## config.mk

```make
export PLATFORM = sky130hd
export DESIGN_NAME = run_det_array
export DESIGN_NICKNAME = d
export VERILOG_FILES = /design/src/rtl/run_det_pkg.sv /design/src/rtl/run_det_ch.sv /design/src/rtl/run_det_array.sv
export SDC_FILE = /design/constraint.sdc
export NUM_CORES = 1
export LEC_CHECK = 0
export BUFFER_PORTS_ARGS = -buffer_cell sky130_fd_sc_hd__buf_2
export CORE_ASPECT_RATIO = 0.8
export CORE_MARGIN = 2
export CORE_UTILIZATION = 40
export DETAILED_ROUTE_END_ITERATION = 7
export GPL_ROUTABILITY_DRIVEN = 0
export SETUP_SLACK_MARGIN = 0.15
export SLEW_MARGIN = 20
export SYNTH_ARGS = -nofsm -noshare
export SYNTH_HDL_FRONTEND = slang
export SYNTH_SLANG_ARGS = --single-unit
export TNS_END_PERCENT = 50
```

## constraint.sdc

```tcl
create_clock -name clk -period 1.6 [get_ports clk]
set_input_delay 0.16 -clock clk [delete_from_list [all_inputs] [get_ports clk]]
set_output_delay 0.16 -clock clk [all_outputs]
set_load 0.05 [all_outputs]
```

## src/rtl/run_det_pkg.sv

```systemverilog
// Shared definitions for the run-length detector array: detection mode encodings.
package run_det_pkg;

  localparam logic [1:0] MODE_OFF  = 2'b00;
  localparam logic [1:0] MODE_ZERO = 2'b01;
  localparam logic [1:0] MODE_ONE  = 2'b10;
  localparam logic [1:0] MODE_BOTH = 2'b11;

endpackage : run_det_pkg

```

## src/rtl/run_det_ch.sv

```systemverilog
// One channel of the run-length detector: run tracking, Mealy detect output
// and a saturating run-event counter.
module run_det_ch
  import run_det_pkg::*;
#(
  parameter int RUN_LEN = 4,
  parameter int CNT_W   = 8
) (
  input  logic             clk,
  input  logic             RESET,
  input  logic             in_valid,
  input  logic             in_bit,
  input  logic [1:0]       mode,
  input  logic             pulse_mode,
  input  logic             clr_cnt,
  output logic             out,
  output logic             out_pol,
  output logic [CNT_W-1:0] evt_cnt
);

  localparam int LEN_W = $clog2(RUN_LEN + 1);
  localparam logic [LEN_W-1:0] LEN_FULL = LEN_W'(RUN_LEN);
  localparam logic [LEN_W-1:0] LEN_PRE  = LEN_W'(RUN_LEN - 1);
  localparam logic [LEN_W-1:0] LEN_ONE  = LEN_W'(1);
  localparam logic [CNT_W-1:0] CNT_MAX  = {CNT_W{1'b1}};
  localparam logic [CNT_W-1:0] CNT_ONE  = CNT_W'(1);

  logic             have_bit_q, have_bit_d;
  logic             run_bit_q, run_bit_d;
  logic [LEN_W-1:0] run_len_q, run_len_d;
  logic [CNT_W-1:0] cnt_q, cnt_d;

  logic match, reach, cont, en, det, evt;

  // Detection terms: reach marks the sample completing a run, cont any sample at or past it.
  always_comb begin
    match = have_bit_q & (in_bit == run_bit_q);
    reach = in_valid & match & (run_len_q == LEN_PRE);
    cont  = in_valid & match & (run_len_q >= LEN_PRE);
    unique case (mode)
      MODE_ZERO: en = ~in_bit;
      MODE_ONE:  en = in_bit;
      MODE_BOTH: en = 1'b1;
      default:   en = 1'b0;
    endcase
    det     = en & (pulse_mode ? reach : cont);
    evt     = reach & en;
    out     = det & ~RESET;
    out_pol = out & in_bit;
  end

  // Next run state: a match extends (saturating), a mismatch restarts at length 1; mode is ignored.
  always_comb begin
    have_bit_d = have_bit_q;
    run_bit_d  = run_bit_q;
    run_len_d  = run_len_q;
    if (in_valid) begin
      have_bit_d = 1'b1;
      if (match) begin
        if (run_len_q != LEN_FULL) begin
          run_len_d = run_len_q + LEN_ONE;
        end
      end else begin
        run_bit_d = in_bit;
        run_len_d = LEN_ONE;
      end
    end
  end

  // Next counter value: clear wins over increment, but an event in the clear cycle still counts.
  always_comb begin
    cnt_d = cnt_q;
    if (clr_cnt) begin
      cnt_d = evt ? CNT_ONE : '0;
    end else if (evt && (cnt_q != CNT_MAX)) begin
      cnt_d = cnt_q + CNT_ONE;
    end
  end

  // State registers with synchronous reset discarding any run in progress.
  always_ff @(posedge clk) begin
    if (RESET) begin
      have_bit_q <= 1'b0;
      run_bit_q  <= 1'b0;
      run_len_q  <= '0;
      cnt_q      <= '0;
    end else begin
      have_bit_q <= have_bit_d;
      run_bit_q  <= run_bit_d;
      run_len_q  <= run_len_d;
      cnt_q      <= cnt_d;
    end
  end

  assign evt_cnt = cnt_q;

endmodule : run_det_ch

```

## src/rtl/run_det_array.sv

```systemverilog
// NCH-channel run-length detector: one run_det_ch per channel plus the any_out reduction.
module run_det_array
  import run_det_pkg::*;
#(
  parameter int NCH     = 4,
  parameter int RUN_LEN = 4,
  parameter int CNT_W   = 8
) (
  input  logic                 clk,
  input  logic                 RESET,
  input  logic                 in_valid,
  input  logic [NCH-1:0]       in,
  input  logic [1:0]           mode,
  input  logic                 pulse_mode,
  input  logic                 clr_cnt,
  output logic [NCH-1:0]       out,
  output logic [NCH-1:0]       out_pol,
  output logic                 any_out,
  output logic [NCH*CNT_W-1:0] evt_cnt
);

  for (genvar gi = 0; gi < NCH; gi++) begin : g_ch
    run_det_ch #(
      .RUN_LEN (RUN_LEN),
      .CNT_W   (CNT_W)
    ) u_ch (
      .clk        (clk),
      .RESET      (RESET),
      .in_valid   (in_valid),
      .in_bit     (in[gi]),
      .mode       (mode),
      .pulse_mode (pulse_mode),
      .clr_cnt    (clr_cnt),
      .out        (out[gi]),
      .out_pol    (out_pol[gi]),
      .evt_cnt    (evt_cnt[gi*CNT_W +: CNT_W])
    );
  end

  assign any_out = |out;

endmodule : run_det_array

```

==> flow_summary.yaml <==
run_status:
  status: "finished with violations"
  violations: "negative setup slack"
synth:
  yosysWarnings: 0
  synth_top_family_by_area: "compound AO/OA/AOI/OAI gates"
  postSynthAreaPerCell_sq_um: 8.29
  synth_area_sq_um: 2860
  synthMuxAreaShare_pct: 2.10
  yosysUniqueCellTypes: 46
  ys_seq_area_share_pct: 34.3
  synthCells: 345
  async_reset_ff_share_pct: 0
  syn_nets: 372
  synth_compound_area_share_pct: 24.5
  synth-seq-cells: 49
  synth_enable_flop_cells: 0
  synth_ff_type: "dfxtp_1"
  synthSimpleGateAreaFrac_pct: 24.2
  yosys.area_share.adder_pct: 7.00
  synthXorXnorAreaFrac_pct: 1.23
global_route:
  grt_use_met3_pct: 3.68
  top_usage_layer: "met2"
  grt_use_met2_pct: 36.2
  grt_overflow: 0
  grt_pass1_vias: 2855
  grt_max_degree: 24
  grt_pass1_wl_microns: 13700
  grt.total_usage_pct: 21.4
  antenna_found_initial: 0
  met1_usage_pct: 28.5
power_and_ir_drop:
  p_sw_w: 0.000624
  clockPowerShare_pct: 32.7
  intPower_w: 0.00166
  leakagePower_nw: 1.80
  power_w: 0.00229
  share_comb_of_total_power_pct: 13.1
  p_sw_share_pct: 27.3
  power_per_cell_area_nw_per_um2: 505
  p_seq_share_pct: 54.2
  peakVddDrop_uv: 346
critical_path:
  r2r-start: "g_ch[3].u_ch.run_bit_q"
  cp_cell_sequence: "ha_4, ha_4, o211a_1, or4_4, buf_8"
  endpoint_kind: "primary output"
  max_stage_delay_ns: 0.54
  crit_top_cell: "ha_4"
  r2r_setup_slack_ns: -0.19
  critPathLaunchType: "register"
  crit_slowest_cell: "or4_4"
  critPathBufInv: 1
  path_delay_family: "simple AND/OR/NAND/NOR gates"
  rr_endpoint: "g_ch[3].u_ch.evt_cnt[7]"
  cp.arrival_ns: 1.93
  path_class: "reg2out"
  crit_required_ns: 1.44
  cp_max_fo: 3
  reg2reg_depth: 6
sta:
  setup_viol: 30
  period_needed_ns: 2.09
  fin_setup_tns_ns: -3.86
  fmax_mhz: 479
  rsz0062_at_grt: "true"
  setup_ws_ns: -0.486
  clock_skew_ns: 0.00821
  hold_viol: 0
  tightestPinTransition_ns: 0.842
  slew_headroom_pct: 43.7
  period_share_pct: 130
  final-max-slew-violation-count: 0
floorplanning:
  rows: 27
  dieArea_sq_um: 7840
  die_height_microns: 79.6
  die_w_microns: 98.5
  coreArea_sq_um: 6890
  io_pins: 52
  start_util_pct: 41.5
place:
  hpwl_microns: 5820
  numPortBuffers: 51
  dp.cells: 521
  pre_cts_ws_ns: -0.185
  dpl_cell_area_sq_um: 3760
drt:
  drt_iter0_markers: 140
  drc_errors: 0
  wl_per_cell_microns: 15.6
  via_per_inst: 5.67
  ant_nets: 0
  dr.pass1.iters: 6
  num_vias: 3100
  wirelength_microns: 8530
clock_tree:
  clock-root-buffer: "clkbuf_8"
  clock_path_buffers: 2
  clkLatencyLatePin_ns: 0.31
  cts_sinks: 49
  cts_tree: "done"
  htreeDepth: 2
  numCtsBuffers: 5
  clkTransAtPathRegs_ns: 0.10
job:
  cap_violations: 0
min_path:
  hold_end: "g_ch[0].u_ch.run_len_q[0]"
  hold_path_class: "in2reg"
  worstHoldStart: "RESET"
  hold_depth: 3
finish:
  drive_above_1_share_pct: 55.0
  stdcell_count: 547
  antenna_cells: 0
  final_cell_mix: "57 x buf_4, 42 x buf_2, 23 x nand3_1, 23 x a21oi_1, 22 x dfxtp_2"
  layout_commonest_cell: "buf_4"
  fill_cells: 586
  fin_area_sq_um: 4520
  nets: 486
  area_growth_pct: 58.2
-- power by group through the flow --
stage                     Combinational, W  Sequential, W  Clock, W
after detailed placement          0.000238        0.00127         0
after CTS                         0.000280        0.00124  0.000774
after global placement            0.000234        0.00127         0
final                             0.000299        0.00124  0.000747
after global routing              0.000324        0.00124  0.000821
after floorplan                   0.000129        0.00127         0
-- cell usage after synthesis (5+ instances only) --
cell type	n	area, sq um
nand3_1	27	135
dfxtp_1	49	981
or4_1	7	52.6
a31oi_1	9	56.3
nor2b_1	5	31.3
inv_1	22	82.6
buf_4	8	60.1
a31o_2	5	43.8
a21o_1	5	37.5
nor3_1	9	45.0
a211oi_1	7	52.6
nand4_1	7	43.8
nor4_1	5	31.3
ha_1	16	200
a41oi_1	6	52.6
and3_1	8	50.1
o31ai_1	6	45.0
nand2_1	16	60.1
a21oi_1	31	155
mux2i_1	6	60.1
and2_1	5	31.3
nor2_1	21	78.8
clkbuf_1	8	30.0
o21ai_0	9	45.0
-- registers in the layout, summed over array words and instances, names as in the netlist --
signal	cells
g_ch.u_ch.have_bit_q	1
g_ch.u_ch.run_len_q	12
g_ch.u_ch.evt_cnt	32
g_ch.u_ch.run_bit_q	4
-- repair_timing --
| item | in CTS | in global routing |
|---|---|---|
| endpoints found under the setup margin | 42 | 50 |
| buffers inserted | 12 | 6 |
| hold endpoints to repair | 0 | 0 |
| resized for setup | 97 | 35 |
| pin swaps | 43 | 19 |
| hold buffers | 0 | 0 |
-- cells by family after synthesis --
kind of cell,after synthesis
fa+ha+maj,16
buf+inv,41
simple gates,127
mux,6
compound gates,102
xor+xnor,4
flops,49
-- per-stage QoR --
stage | utilization [%] | hold slack [ns]
2_1_floorplan | - | 0.307
3_3_place_gp | 54.5 | 0.440
3_5_place_dp | 54.5 | 0.450
4_1_cts | 62.6 | 0.144
5_1_grt | 65.6 | 0.149
6_report | 65.6 | 0.155
-- layer usage --
layer,up-vias,wire (microns)
li1,1525,-
met1,1496,3940
met2,68,4110
met3,11,352
met4,0,126
met5,-,0
-- layout make-up --
class / count / area (sq um) / area share, %
Multi-Input combinational cell: 255 / 2210 / 48.8
Sequential cell: 49 / 1060 / 23.5
Timing Repair Buffer: 126 / 976 / 21.6
Tap cell: 87 / 109 / 2.41
Inverter: 22 / 82.6 / 1.83
Clock buffer: 5 / 68.8 / 1.52
Clock inverter: 3 / 17.5 / 0.387
-- worst min-delay path: stages --
cell and delay [ns]:
buf_2 0.09, buf_4 0.14, a211oi_1 0.05
-- worst max path at each step --
stage	start	to	slack, ns	cells after the start
after floorplan	g_ch[1].u_ch.run_len_q[0]	any_out	-0.05	4
after global placement	g_ch[1].u_ch.run_len_q[0]	any_out	-0.17	5
after detailed placement	g_ch[1].u_ch.run_len_q[0]	any_out	-0.18	5
after CTS	g_ch[3].u_ch.run_len_q[1]	any_out	-0.47	5
after global routing	g_ch[0].u_ch.run_len_q[0]	any_out	-0.55	5
final	g_ch[0].u_ch.run_len_q[0]	any_out	-0.49	5
Note: power is estimated with default switching activity, not from simulation.
